==> src/rtl/pipe_pkg.sv <==
// Shared definitions for the MEM/WB pipeline register: FSM state encoding,
// default widths and the GPR + HI/LO write payload layout.
package pipe_pkg;

    localparam int DATA_W_DEF = 32;
    localparam int ADDR_W_DEF = 5;

    typedef enum logic [1:0] {
        EMPTY = 2'd0,
        ONE   = 2'd1,
        FULL  = 2'd2
    } state_e;

    // Writeback payload at the default widths; the RTL packs the same field
    // order {we, waddr, wdata, we_hilo, hi, lo} into a flat vector so the
    // widths can be overridden per instance.
    typedef struct packed {
        logic                  we;
        logic [ADDR_W_DEF-1:0] waddr;
        logic [DATA_W_DEF-1:0] wdata;
        logic                  we_hilo;
        logic [DATA_W_DEF-1:0] hi;
        logic [DATA_W_DEF-1:0] lo;
    } payload_t;

    function automatic int payload_width(input int dw, input int aw);
        return 2 + aw + 3 * dw;
    endfunction

endpackage

==> src/rtl/pipe_mem_wb_if.sv <==
// MEM -> WB handshake bus: upstream entry, flush, writeback head and occupancy.
interface pipe_mem_wb_if #(
    parameter int DATA_W = 32,
    parameter int ADDR_W = 5
);
    logic              mem_valid;
    logic              mem_ready;
    logic              mem_we;
    logic [ADDR_W-1:0] mem_waddr;
    logic [DATA_W-1:0] mem_wdata;
    logic              mem_we_hilo;
    logic [DATA_W-1:0] mem_hi;
    logic [DATA_W-1:0] mem_lo;
    logic              flush;
    logic              wb_valid;
    logic              wb_ready;
    logic              wb_we;
    logic [ADDR_W-1:0] wb_waddr;
    logic [DATA_W-1:0] wb_wdata;
    logic              wb_we_hilo;
    logic [DATA_W-1:0] wb_hi;
    logic [DATA_W-1:0] wb_lo;
    logic [1:0]        occ;

    // Producer side (MEM stage and writeback consumer as seen by a driver).
    modport master (
        output mem_valid, mem_we, mem_waddr, mem_wdata, mem_we_hilo, mem_hi, mem_lo,
        output flush, wb_ready,
        input  mem_ready, wb_valid, wb_we, wb_waddr, wb_wdata, wb_we_hilo, wb_hi, wb_lo, occ
    );

    // The pipeline register itself.
    modport slave (
        input  mem_valid, mem_we, mem_waddr, mem_wdata, mem_we_hilo, mem_hi, mem_lo,
        input  flush, wb_ready,
        output mem_ready, wb_valid, wb_we, wb_waddr, wb_wdata, wb_we_hilo, wb_hi, wb_lo, occ
    );
endinterface

==> src/rtl/pipe_skid_reg.sv <==
// Single payload register with load enable; clears asynchronously on reset.
module pipe_skid_reg #(
    parameter int W = 8
) (
    input  logic         clk,
    input  logic         rst_n,
    input  logic         ld_i,
    input  logic [W-1:0] d_i,
    output logic [W-1:0] q_o
);
    logic [W-1:0] data_q;

    // Capture d_i only on load; otherwise hold the previous payload.
    always_ff @(posedge clk or negedge rst_n) begin
        if (!rst_n) begin
            data_q <= '0;
        end else if (ld_i) begin
            data_q <= d_i;
        end
    end

    assign q_o = data_q;
endmodule

==> src/rtl/pipe_mem_wb.sv <==
// MEM/WB pipeline register built as a two-entry skid buffer. mem_ready is a
// pure function of registered state, so wb_ready never reaches upstream
// combinationally. The head entry always lives in the main register.
module pipe_mem_wb
    import pipe_pkg::*;
#(
    parameter int DATA_W       = DATA_W_DEF,
    parameter int ADDR_W       = ADDR_W_DEF,
    parameter int ZERO_DISCARD = 1
) (
    input logic          clk,
    input logic          rst_n,
    pipe_mem_wb_if.slave bus
);
    localparam int PW = payload_width(DATA_W, ADDR_W);

    state_e            state_q, state_d;
    logic              accept, pop;
    logic              main_ld, skid_ld, main_from_skid;
    logic              mem_ready_int, wb_valid_int;
    logic [1:0]        occ_int;
    logic [PW-1:0]     in_pay, main_d, main_q, skid_q;
    logic              m_we, m_we_hilo, zero_hit;
    logic [ADDR_W-1:0] m_waddr;
    logic [DATA_W-1:0] m_wdata, m_hi, m_lo;

    assign in_pay = {bus.mem_we, bus.mem_waddr, bus.mem_wdata,
                     bus.mem_we_hilo, bus.mem_hi, bus.mem_lo};

    // A flushed cycle never accepts, so a simultaneous offer is dropped.
    assign accept = bus.mem_valid & mem_ready_int & ~bus.flush;
    assign pop    = wb_valid_int & bus.wb_ready;

    // Occupancy state register; reset empties the buffer immediately.
    always_ff @(posedge clk or negedge rst_n) begin
        if (!rst_n) begin
            state_q <= EMPTY;
        end else begin
            state_q <= state_d;
        end
    end

    // Next state and payload load enables; flush wins and leaves payload untouched.
    always_comb begin
        state_d        = state_q;
        main_ld        = 1'b0;
        skid_ld        = 1'b0;
        main_from_skid = 1'b0;
        if (bus.flush) begin
            state_d = EMPTY;
        end else begin
            case (state_q)
                EMPTY: begin
                    if (accept) begin
                        state_d = ONE;
                        main_ld = 1'b1;
                    end
                end
                ONE: begin
                    if (accept && pop) begin
                        main_ld = 1'b1;
                    end else if (accept) begin
                        state_d = FULL;
                        skid_ld = 1'b1;
                    end else if (pop) begin
                        state_d = EMPTY;
                    end
                end
                FULL: begin
                    if (pop) begin
                        state_d        = ONE;
                        main_ld        = 1'b1;
                        main_from_skid = 1'b1;
                    end
                end
                default: state_d = EMPTY;
            endcase
        end
    end

    // Handshake status decoded from registered state only.
    always_comb begin
        mem_ready_int = 1'b1;
        wb_valid_int  = 1'b0;
        occ_int       = 2'd0;
        case (state_q)
            EMPTY: begin
                mem_ready_int = 1'b1;
                wb_valid_int  = 1'b0;
                occ_int       = 2'd0;
            end
            ONE: begin
                mem_ready_int = 1'b1;
                wb_valid_int  = 1'b1;
                occ_int       = 2'd1;
            end
            FULL: begin
                mem_ready_int = 1'b0;
                wb_valid_int  = 1'b1;
                occ_int       = 2'd2;
            end
            default: begin
                mem_ready_int = 1'b1;
                wb_valid_int  = 1'b0;
                occ_int       = 2'd0;
            end
        endcase
    end

    assign main_d = main_from_skid ? skid_q : in_pay;

    pipe_skid_reg #(.W(PW)) u_main (
        .clk   (clk),
        .rst_n (rst_n),
        .ld_i  (main_ld),
        .d_i   (main_d),
        .q_o   (main_q)
    );

    pipe_skid_reg #(.W(PW)) u_skid (
        .clk   (clk),
        .rst_n (rst_n),
        .ld_i  (skid_ld),
        .d_i   (in_pay),
        .q_o   (skid_q)
    );

    assign {m_we, m_waddr, m_wdata, m_we_hilo, m_hi, m_lo} = main_q;

    // Writes to r0 are architecturally void, so optionally squash them here.
    assign zero_hit = (ZERO_DISCARD != 0) && (m_waddr == '0);

    assign bus.mem_ready  = mem_ready_int;
    assign bus.wb_valid   = wb_valid_int;
    assign bus.occ        = occ_int;
    assign bus.wb_we      = m_we & wb_valid_int & ~zero_hit;
    assign bus.wb_waddr   = m_waddr;
    assign bus.wb_wdata   = m_wdata;
    assign bus.wb_we_hilo = m_we_hilo & wb_valid_int;
    assign bus.wb_hi      = m_hi;
    assign bus.wb_lo      = m_lo;
endmodule

==> src/flat_wrapper.sv <==
// flat-port wrapper written by rule: the top's interface ports become plain ports
module pipe_mem_wb_flat import pipe_pkg::*;
#(
    parameter int DATA_W       = DATA_W_DEF,
    parameter int ADDR_W       = ADDR_W_DEF,
    parameter int ZERO_DISCARD = 1
)
  (clk, rst_n, bus_mem_valid, bus_mem_we, bus_mem_waddr, bus_mem_wdata, bus_mem_we_hilo, bus_mem_hi, bus_mem_lo, bus_flush, bus_wb_ready, bus_mem_ready, bus_wb_valid, bus_wb_we, bus_wb_waddr, bus_wb_wdata, bus_wb_we_hilo, bus_wb_hi, bus_wb_lo, bus_occ);
  pipe_mem_wb_if #(.DATA_W(DATA_W), .ADDR_W(ADDR_W)) bus_i ();
  input logic clk;
  input logic rst_n;
  input wire logic [$bits(bus_i.mem_valid)-1:0] bus_mem_valid;
  input wire logic [$bits(bus_i.mem_we)-1:0] bus_mem_we;
  input wire logic [$bits(bus_i.mem_waddr)-1:0] bus_mem_waddr;
  input wire logic [$bits(bus_i.mem_wdata)-1:0] bus_mem_wdata;
  input wire logic [$bits(bus_i.mem_we_hilo)-1:0] bus_mem_we_hilo;
  input wire logic [$bits(bus_i.mem_hi)-1:0] bus_mem_hi;
  input wire logic [$bits(bus_i.mem_lo)-1:0] bus_mem_lo;
  input wire logic [$bits(bus_i.flush)-1:0] bus_flush;
  input wire logic [$bits(bus_i.wb_ready)-1:0] bus_wb_ready;
  output wire logic [$bits(bus_i.mem_ready)-1:0] bus_mem_ready;
  output wire logic [$bits(bus_i.wb_valid)-1:0] bus_wb_valid;
  output wire logic [$bits(bus_i.wb_we)-1:0] bus_wb_we;
  output wire logic [$bits(bus_i.wb_waddr)-1:0] bus_wb_waddr;
  output wire logic [$bits(bus_i.wb_wdata)-1:0] bus_wb_wdata;
  output wire logic [$bits(bus_i.wb_we_hilo)-1:0] bus_wb_we_hilo;
  output wire logic [$bits(bus_i.wb_hi)-1:0] bus_wb_hi;
  output wire logic [$bits(bus_i.wb_lo)-1:0] bus_wb_lo;
  output wire logic [$bits(bus_i.occ)-1:0] bus_occ;
  assign bus_i.mem_valid = bus_mem_valid;
  assign bus_i.mem_we = bus_mem_we;
  assign bus_i.mem_waddr = bus_mem_waddr;
  assign bus_i.mem_wdata = bus_mem_wdata;
  assign bus_i.mem_we_hilo = bus_mem_we_hilo;
  assign bus_i.mem_hi = bus_mem_hi;
  assign bus_i.mem_lo = bus_mem_lo;
  assign bus_i.flush = bus_flush;
  assign bus_i.wb_ready = bus_wb_ready;
  assign bus_mem_ready = bus_i.mem_ready;
  assign bus_wb_valid = bus_i.wb_valid;
  assign bus_wb_we = bus_i.wb_we;
  assign bus_wb_waddr = bus_i.wb_waddr;
  assign bus_wb_wdata = bus_i.wb_wdata;
  assign bus_wb_we_hilo = bus_i.wb_we_hilo;
  assign bus_wb_hi = bus_i.wb_hi;
  assign bus_wb_lo = bus_i.wb_lo;
  assign bus_occ = bus_i.occ;
  pipe_mem_wb #(.DATA_W(DATA_W), .ADDR_W(ADDR_W), .ZERO_DISCARD(ZERO_DISCARD)) u_core (.clk(clk), .rst_n(rst_n), .bus(bus_i));
endmodule
==> config.mk <==
export PLATFORM = sky130hd
export DESIGN_NAME = pipe_mem_wb_flat
export DESIGN_NICKNAME = d
export VERILOG_FILES = /design/src/rtl/pipe_pkg.sv /design/src/rtl/pipe_mem_wb_if.sv /design/src/rtl/pipe_skid_reg.sv /design/src/rtl/pipe_mem_wb.sv /design/src/flat_wrapper.sv
export SDC_FILE = /design/constraint.sdc
export NUM_CORES = 1
export LEC_CHECK = 0
export ABC_AREA = 0
export BUFFER_PORTS_ARGS = -buffer_cell sky130_fd_sc_hd__buf_4
export CAP_MARGIN = 20
export CORE_MARGIN = 3
export CORE_UTILIZATION = 49
export DETAILED_ROUTE_END_ITERATION = 8
export PLACE_DENSITY = 0.73
export SYNTH_ARGS = -nofsm -noshare
export SYNTH_HDL_FRONTEND = slang
export SYNTH_SLANG_ARGS = --single-unit
==> constraint.sdc <==
create_clock -name clk -period 2.3 [get_ports clk]
set_input_delay 0.23 -clock clk [delete_from_list [all_inputs] [get_ports clk]]
set_output_delay 0.23 -clock clk [all_outputs]
set_load 0.01 [all_outputs]
==> metrics.md <==
| Metric | Value |
|---|---|
| Clock-pin slew on the worst setup and hold paths | `0.06 ns` |
| Hold-fix buffers, CTS | `104` |
| Unique masters post-synth | `26` |
| GR Overflow Total | `0` |
| Ys async rst share | `1.000` |
| Worst Setup EP | `u_core.u_main.q_o[68]` |
| Area share of the largest cell type after synthesis | `0.5393` |
| Clk network pwr share | `0.229` |
| Reg2Reg Depth | `7` |
| Routability congestion estimate from global placement | `0.7519` |
| Combinational share of power | `0.350` |
| #FFs+latches synth | `208` |
| VDD IR max | `0.0007979 V` |
| CP max-delay cell | `dfrtp_1` |
| Final Hold Viols | `0` |
| Post-synth EDFFs | `0` |
| CP Class | `reg -> reg` |
| Reg-to-reg setup timing slack | `0.10 ns` |
| Ys Warns | `0` |
| DP Worst Slack | `0.1375 ns` |
| # nets final | `1,232` |
| RSZ-0062 raised after global routing | `false` |
| Vias in the first global route | `7,792` |
| CP endpoint kind | `flop` |
| Area grow syn2layout | `30.71%` |
| Post-CTS resize count | `0` |
| Status | `completed` |
| Critical path, cell by cell | `inv_1 > ha_1 > nand3b_4 > o311ai_4 > and2_4 > buf_12 > a31oi_1` |
| Final setup vio count | `0` |
| Initial core utilization | `0.5074` |
| Largest net degree at the start of global routing | `68` |
| Sw Share | `0.3174` |
| Setup Fix Bufs, Post-CTS | `0` |
| WP data required | `2.65 ns` |
| Clk Latency, worst-skew pair | `0.49 ns` |
| Fin util | `0.6633` |
| Tcrit/Tclk final | `0.9562` |
| Slew margin rel. | `0.5860` |
| Dpl hpwl | `14,440 um` |
| DRT Pass-1 Iters | `5` |
| # clock sinks | `208` |
| Power density cells | `1220 nW/um^2` |
| Seq/Total Area, Yosys | `0.5393` |
| CTS Buf Count | `22` |
| Actual slew at the worst max-slew pin | `0.6132 ns` |
| Via density | `5.373` |
| Synth area leaders | `dfrtp_1, mux2_2, buf_4, nand2_1, a31oi_1` |
| Sequential power share | `0.421` |
| Die W | `146.3 um` |
| Routed WL per cell | `17.50 um` |
| Row count | `50` |
| Tot Pwr | `0.01539 W` |
| Final Slew Violations | `0` |
| Power Internal | `0.01051 W` |
| Final ANT Viol Nets | `0` |
| Synth area leader | `dfrtp_1` |
| Post-synth design cell area | `9651 sq um` |
| Root Buffer | `clkbuf_16` |
| Syn Nets | `1,038` |
| Iter 0 DRT Violations | `373` |
| CORE AREA | `19,020 sq um` |
| Biggest cell delay along the critical path | `0.38 ns` |
| Tmin final | `2.199 ns` |
| Initial antenna violation count | `0` |
| Syn Area/Cell | `10.43 sq um` |
| H-tree Lvls | `1` |
| Crit path max fanout | `58` |
| WL final | `24,360 um` |
| Commonest cells after routing, fill and taps aside | `buf_4, dfrtp_1, nand2_1` |
| Clock skew | `0.006908 ns` |
| Setup TNS | `0 ns` |
| CP Launch Point | `u_core.state_q[0]` |
| Max-cap violations | `0` |
| CTS tree | `done` |
| Clk buf depth | `3` |
| IO Pins | `215` |
| HP Class | `in -> reg` |
| LEAKAGE | `5.742 nW` |
| Gate Count Post-Synth | `925` |
| Die Y | `146.3 um` |
| Area of the die | `21,420 sq um` |
| Drt drc | `0` |
| First-pass GRT wire length | `39,970 um` |
| R2r startpoint | `u_core.state_q[0]` |
| Reg-to-reg endpoint | `u_core.u_main.q_o[68]` |
| Dominant register cell in the synthesized netlist | `dfrtp_1` |
| Most common cell after layout, fill and taps aside | `buf_4` |
| Total number of vias | `7,479` |
| NetSw | `0.004887 W` |
| Ant diodes | `0` |
| Setup ws final | `0.1008 ns` |
| Fmax | `0.4547 GHz` |
| Worst Path Arrival | `2.55 ns` |
| IO buf count | `214` |
| Worst setup SP type | `flop` |
| GRT Total Usage | `0.2234` |
| Share of cells above drive strength 1 | `0.3375` |
## per-stage QoR
stage,cell area (sq um),instances,hold slack (ns)
floorplan,9651,925,-0.06559
global placement,10840,1251,0.2354
detailed placement,10840,1251,0.2337
CTS,12610,1392,0.2272
global route,12610,1392,0.2554
finish,12610,1392,0.2419
## worst min-delay path by stage
| stage | from | to | slack [ns] | cells after the start |
|---|---|---|---|---|
| final | bus_flush | u_core.state_q[1] | 0.24 | 3 |
| after global routing | bus_flush | u_core.state_q[1] | 0.26 | 3 |
| after CTS | bus_flush | u_core.state_q[1] | 0.23 | 3 |
| after detailed placement | rst_n | u_core.u_main.q_o[18] | 0.23 | 1 |
| after global placement | rst_n | u_core.u_main.q_o[15] | 0.24 | 1 |
| after floorplan | rst_n | u_core.state_q[0] | -0.07 | 0 |
## synthesized netlist by cell type (all sizes together), types with 2 or more instances
cell    count
a31oi     103
clkbuf     27
or3         2
nor2        2
o311ai      2
a21oi     104
ha          5
dfrtp     208
nand2     207
inv         5
nor2b       2
o21ai       2
mux2      104
buf       142
and2        2
## power groups by stage
stage	registers [W]	clock network, W	logic [W]
floorplan	0.00620	0	0.00420
global placement	0.00642	0	0.00513
detailed placement	0.00650	0	0.00527
CTS	0.00646	0.00360	0.00541
global route	0.00670	0.00376	0.00591
finish	0.00648	0.00352	0.00539
## per-layer routing
metal / vias up / routed length (um) / GRT usage
met2: 272 / 11900 / 0.3769
li1: 3480 / - / -
met5: - / 0 / 0
met4: 0 / 467 / 0.05974
met3: 33 / 1806 / 0.05090
met1: 3694 / 10190 / 0.2929
## kinds of logic (layout without fill, tap and decap cells)
group / Yosys count / in the layout / synth area share
AOI/OAI and AO/OA: 213 / 213 / 0.1273
muxes: 105 / 105 / 0.1224
buffers and inverters: 174 / 381 / 0.1142
DFF: 208 / 208 / 0.5393
adders and majority gates: 5 / 5 / 0.006483
and+or+nand+nor: 220 / 220 / 0.09024
## flip-flops by register name, indices dropped and copies added, names as in the netlist
name	flops
u_core.u_main.q_o	103
u_core.state_q	2
u_core.u_skid.q_o	103
## area by class of cell
cell class                      count  area (sq um)
Clock buffer                       34         716.9
Timing Repair Buffer              339          2962
Tap cell                          260         325.3
Sequential cell                   208          5205
Inverter                            5         18.77
Multi-Input combinational cell    543          3372
Fill cell                        1406          6404
Clock inverter                      3         15.01
## worst max-delay path: cells and delay by family (launching register included)
family | cells | cell delay (ns)
buffers and inverters | 2 | 0.38
AO/OA/AOI/OAI | 2 | 0.52
adder cells (fa/ha/maj) | 1 | 0.29
flip-flops | 1 | 0.38
AND/OR/NAND/NOR | 2 | 0.46
(Power assumes the default switching activity.)
